File: src/rtl/layer_sequencer.sv
// Layer sequencer: walks the weight ROM row by row, drives one shared neuron
// through its start/done handshake, and packs ReLU-saturated results into out_data.
module layer_sequencer #(
    parameter int WIDTH   = 8,
    parameter int SIZE    = 2,
    parameter int NEURONS = 4,
    parameter int SHIFT   = 0,
    parameter int TIMEOUT = 64,
    localparam int AW = (NEURONS > 1) ? $clog2(NEURONS) : 1,
    localparam int TW = $clog2(TIMEOUT + 1),
    localparam int RW = 2 * WIDTH + 1
) (
    input  logic                       clk,
    input  logic                       reset,
    input  logic                       start,
    input  logic [WIDTH*SIZE-1:0]      inputs,
    output logic [AW-1:0]              w_addr,
    input  logic [WIDTH*SIZE-1:0]      w_data,
    output logic                       n_start,
    output logic [WIDTH*SIZE-1:0]      n_weights,
    output logic [WIDTH*SIZE-1:0]      n_inputs,
    input  logic [RW-1:0]              n_result,
    input  logic                       n_valid,
    input  logic                       n_done,
    output logic [WIDTH*NEURONS-1:0]   out_data,
    output logic                       busy,
    output logic                       done,
    output logic                       error
);

    typedef enum logic [2:0] {
        S_IDLE, S_FETCH, S_LOAD, S_ISSUE, S_WAIT, S_STORE, S_DONE
    } state_t;

    localparam logic signed [RW-1:0] SAT_MAX = RW'((1 << (WIDTH - 1)) - 1);
    localparam logic [AW-1:0]        K_LAST  = AW'(NEURONS - 1);
    localparam logic [TW-1:0]        T_LAST  = TW'(TIMEOUT - 1);

    state_t                     r_state;
    state_t                     w_state_next;
    logic [AW-1:0]              r_k;
    logic [AW-1:0]              r_w_addr;
    logic [WIDTH*SIZE-1:0]      r_n_weights;
    logic [WIDTH*SIZE-1:0]      r_n_inputs;
    logic [WIDTH*NEURONS-1:0]   r_out_data;
    logic                       r_error;
    logic [TW-1:0]              r_cnt;
    logic [RW-1:0]              r_result;
    logic                       w_expired;
    logic signed [RW-1:0]       w_shifted;
    logic [WIDTH-1:0]           w_slot;

    // The final WAIT cycle of the budget still honours a same-cycle n_done.
    assign w_expired = !n_done && (r_cnt == T_LAST);
    assign w_shifted = $signed(r_result) >>> SHIFT;

    always_comb begin
        w_slot = w_shifted[WIDTH-1:0];
        if (w_shifted[RW-1]) begin
            w_slot = '0;
        end else if (w_shifted > SAT_MAX) begin
            w_slot = SAT_MAX[WIDTH-1:0];
        end
    end

    always_comb begin
        w_state_next = r_state;
        case (r_state)
            S_IDLE:  if (start) w_state_next = S_FETCH;
            S_FETCH: w_state_next = S_LOAD;
            S_LOAD:  w_state_next = S_ISSUE;
            S_ISSUE: w_state_next = S_WAIT;
            S_WAIT:  if (n_done || w_expired) w_state_next = S_STORE;
            S_STORE: w_state_next = (r_k == K_LAST) ? S_DONE : S_FETCH;
            S_DONE:  w_state_next = S_IDLE;
            default: w_state_next = S_IDLE;
        endcase
    end

    always_ff @(posedge clk or negedge reset) begin
        if (!reset) begin
            r_state <= S_IDLE;
        end else begin
            r_state <= w_state_next;
        end
    end

    always_ff @(posedge clk or negedge reset) begin
        if (!reset) begin
            r_k         <= '0;
            r_w_addr    <= '0;
            r_n_weights <= '0;
            r_n_inputs  <= '0;
            r_out_data  <= '0;
            r_error     <= 1'b0;
            r_cnt       <= '0;
            r_result    <= '0;
        end else begin
            case (r_state)
                S_IDLE: begin
                    if (start) begin
                        r_n_inputs <= inputs;
                        r_out_data <= '0;
                        r_error    <= 1'b0;
                        r_k        <= '0;
                        r_w_addr   <= '0;
                    end
                end
                S_LOAD:  r_n_weights <= w_data;
                S_ISSUE: r_cnt <= '0;
                S_WAIT: begin
                    if (n_done) begin
                        r_result <= n_valid ? n_result : '0;
                        if (!n_valid) r_error <= 1'b1;
                    end else if (w_expired) begin
                        r_result <= '0;
                        r_error  <= 1'b1;
                    end else begin
                        r_cnt <= r_cnt + 1'b1;
                    end
                end
                S_STORE: begin
                    r_out_data[r_k*WIDTH +: WIDTH] <= w_slot;
                    // Address is set on entry to FETCH so the ROM row lands in LOAD.
                    if (r_k != K_LAST) begin
                        r_k      <= r_k + 1'b1;
                        r_w_addr <= r_k + 1'b1;
                    end
                end
                default: ;
            endcase
        end
    end

    assign w_addr    = r_w_addr;
    assign n_start   = (r_state == S_ISSUE);
    assign n_weights = r_n_weights;
    assign n_inputs  = r_n_inputs;
    assign out_data  = r_out_data;
    assign busy      = (r_state != S_IDLE);
    assign done      = (r_state == S_DONE);
    assign error     = r_error;

endmodule

File: config.mk
export PLATFORM = sky130hd
export DESIGN_NAME = layer_sequencer
export DESIGN_NICKNAME = d
export VERILOG_FILES = /design/src/rtl/layer_sequencer.sv
export SDC_FILE = /design/constraint.sdc
export NUM_CORES = 1
export LEC_CHECK = 0
export CAP_MARGIN = 0
export CORE_MARGIN = 1
export CORE_UTILIZATION = 45
export CTS_CLUSTER_DIAMETER = 120
export CTS_CLUSTER_SIZE = 24
export DETAILED_ROUTE_END_ITERATION = 8
export GPL_TIMING_DRIVEN = 0
export MAX_ROUTING_LAYER = met4
export PLACE_DENSITY = 0.76
export SLEW_MARGIN = 20
export SYNTH_ARGS = -nofsm -noshare
export SYNTH_HDL_FRONTEND = slang
export SYNTH_SLANG_ARGS = --single-unit
File: constraint.sdc
create_clock -name clk -period 2.65 [get_ports clk]
set_input_delay 0.6625 -clock clk [delete_from_list [all_inputs] [get_ports clk]]
set_output_delay 0.6625 -clock clk [all_outputs]
set_load 0.03 [all_outputs]
==> results of run 1 <==
==> worst max-delay path, stage by stage, from the launching register on <==
cell	delay, ns
dfrtp_1	0.42
buf_2	0.19
clkbuf_2	0.21
or3_1	0.32
dlygate4sd2_1	0.37
==> cells in the final DEF, fill, tap and decap left out, types with 5 or more instances in the layout <==
master	n
a21o_1	5
a22o_1	28
and3_1	21
buf_2	5
clkbuf_1	13
clkbuf_8	12
clkdlybuf4s50_1	118
dfrtp_1	94
ha_1	5
inv_1	5
mux2_2	16
mux2i_1	22
nand2_1	63
nand2b_1	20
nand3_1	11
nor4_1	7
o21ai_0	19
==> cells in the mapped netlist (2+ instances only) <==
| master | instances | area [um^2] |
|---|---|---|
| nor2b_1 | 2 | 12.5 |
| mux2i_1 | 22 | 220 |
| o211ai_1 | 3 | 22.5 |
| a21oi_1 | 4 | 20.0 |
| nand2_1 | 63 | 236 |
| mux2_2 | 16 | 180 |
| and3_1 | 21 | 131 |
| a22o_1 | 28 | 245 |
| a21o_1 | 5 | 37.5 |
| o21ai_0 | 19 | 95.1 |
| dfrtp_1 | 94 | 2350 |
| ha_1 | 5 | 62.6 |
| nand2b_1 | 20 | 125 |
| nor4_2 | 2 | 25.0 |
| clkbuf_1 | 15 | 56.3 |
| nand3_1 | 11 | 55.1 |
| nor2_1 | 4 | 15.0 |
| nor4b_4 | 3 | 71.3 |
| nor4_1 | 7 | 43.8 |
| inv_1 | 5 | 18.8 |
| and2_1 | 2 | 12.5 |
| nand4b_1 | 3 | 26.3 |
| buf_2 | 5 | 25.0 |
==> registers in the layout, summed over array words and instances (netlist names) <==
| register | flops |
|---|---|
| w_addr | 2 |
| r_cnt | 7 |
| n_inputs | 16 |
| error | 1 |
| n_weights | 16 |
| r_state | 3 |
| r_result | 17 |
| out_data | 32 |
==> metal layers <==
layer / track usage / vias to the layer above / routed length [um]
met5: - / - / 0
met4: 0.0645 / 0 / 123
met3: 0.0302 / 11 / 324
met2: 0.353 / 74 / 5030
met1: 0.285 / 1694 / 4690
li1: - / 1623 / -
==> final cells by class <==
| type | instances | area share |
|---|---|---|
| Sequential cell | 94 | 0.400 |
| Buffer | 21 | 0.0166 |
| Inverter | 5 | 0.00319 |
| Timing Repair Buffer | 124 | 0.213 |
| Tap cell | 129 | 0.0274 |
| Clock buffer | 12 | 0.0281 |
| Clock inverter | 4 | 0.00510 |
| Multi-Input combinational cell | 258 | 0.306 |
==> how the worst min path moves through the flow <==
stage	start	end	cells after the start
global route	reset	n_inputs[3]$_DFFE_PN0P_	1
global placement	n_inputs[10]$_DFFE_PN0P_	n_inputs[10]$_DFFE_PN0P_	2
finish	reset	n_inputs[3]$_DFFE_PN0P_	1
detailed placement	n_inputs[6]$_DFFE_PN0P_	n_inputs[6]$_DFFE_PN0P_	2
CTS	reset	n_inputs[3]$_DFFE_PN0P_	1
floorplan	reset	error$_DFFE_PN0P_	0
==> power breakdown <==
| part | internal, uW | total [uW] | switching, uW | leakage [uW] |
|---|---|---|---|---|
| Sequential | 1810 | 2040 | 232 | 0.00116 |
| Combinational | 1050 | 2450 | 1400 | 0.00134 |
| Clock | 418 | 930 | 512 | 0.0000869 |
| Total | 3270 | 5420 | 2150 | 0.00259 |
==> through the flow <==
stage	setup TNS, ns	total power [uW]	hold slack (ns)	instance area, um^2
after CTS	0	5440	0.217	5880
after detailed placement	-0.0478	4520	0.461	5690
after floorplan	0	3560	0.367	4270
after global routing	0	5710	0.234	5880
after global placement	-226.45	4440	0.457	5660
final	0	5420	0.207	5880
==> logic make-up after synthesis <==
logic type      Yosys count  synth area share
mux                      38            0.0937
fa+ha+maj                 5            0.0146
compound gates           64             0.107
flops                    94             0.550
simple gates            151             0.206
buf+inv                  27            0.0278
==> repair_timing <==
item / CTS / global route
buffers inserted: 1 / 0
resized for setup: 4 / 1
pin swaps: 1 / 0
setup endpoints to repair: 3 / 1
==> reports/metrics.yaml, run 1 <==
status: "completed"
async_flop_share: 1.00
clockBufferDepth: 2
crit-reg2reg-launch: "w_addr[0]$_DFFE_PN0P_"
syn_area_per_cell_um2: 11.3
fin_crit_sh: 0.953
r2r_cells: 5
tightest_slew_ns: 0.731
cts_hold_buf: 0
preCtsSetupSlack_ns: -0.0478
worstHoldPathType: "input pin to asynchronous set/reset pin"
htree_levels: 3
final-seq-area_um2: 2350
n_antenna_cell: 0
relSlewSlack: 0.511
fill_cells: 746
antenna_found_initial: 0
synth_edf_count: 0
max_clock_freq_mhz: 396
drc: 0
grt_usage: 0.217
final_nets: 572
ys.flop_type: "dfrtp_1"
drive_gt1_frac: 0.102
hpwl_mm: 7.44
cp-end-kind: "primary output"
grt-ovfl-total: 0
routed_wl_mm: 10.2
cts_tree: "yes"
reg2reg_slack_ns: 0.51
dpl.cell_count: 631
core_um2: 9240
grt_pass1_vias: 3247
report.final.slew_viol_count: 0
worst_slack_ns: 0.125
cp-startpoint: "r_state[2]$_DFFE_PN0P_"
power_leakage_uw: 0.00259
place.gp.congestion: 0.759
start_util: 0.463
drt-pass1-iter-count: 4
period_needed_ns: 2.53
critPathMaxFanout: 10
ys_ff_latch: 94
hold_viol: 0
io_pins: 124
clkSinkCount: 94
postLayoutCoreUtil: 0.637
criticalPathCategory: "flip-flop to primary output"
ctsRootBufferMaster: "clkbuf_8"
rsz0062_at_grt: "no"
synthToLayoutAreaGrowth_pct: 37.6
syn-num-nets: 438
wl_per_cell_um: 15.7
post_drt_via_cell_ratio: 5.26
multi_input_area_um2: 1800
power.density_nw_per_um2: 921
fp.dieW_um: 99.5
vdd_drop_max_mv: 0.394
critPathLaunchType: "flip-flop"
clock_latency_ns: 0.36
synth_cells: 379
crit_path_end: "busy"
num_vias: 3402
grt_pass1_wl_mm: 16.3
die-area_um2: 9890
r2r_end: "out_data[30]$_DFFE_PN0P_"
grt_max_degree: 50
clk_pin_slew_ns: 0.10
synth_cell_types: 43
yosys_warnings: 0
crit_arrival_ns: 1.86
seq_area_frac_synth: 0.550
drv_cap: 0
io_buffers: 122
crit_required_ns: 1.99
drtIter0Drc: 112
syn_area_um2: 4270
dieHeight_um: 99.5
finalClockSkew_ns: 0.0157
detail-route-antenna-nets: 0
final-setup-viol-count: 0
final_cell_count_no_fill: 647
fp-row-count: 35
cts_made_buffers: 9
Note: power is estimated with default switching activity, not from simulation.
==> run 2: changes to the inputs <==
--- a/config.mk
+++ b/config.mk
@@ -5,7 +5,7 @@
 export SDC_FILE = /design/constraint.sdc
 export NUM_CORES = 1
 export LEC_CHECK = 0
-export CAP_MARGIN = 0
+export CAP_MARGIN = 20
 export CORE_MARGIN = 1
 export CORE_UTILIZATION = 45
 export CTS_CLUSTER_DIAMETER = 120
==> results of run 2 <==
Final layout, timing and power as in run 1 (identical DEF).
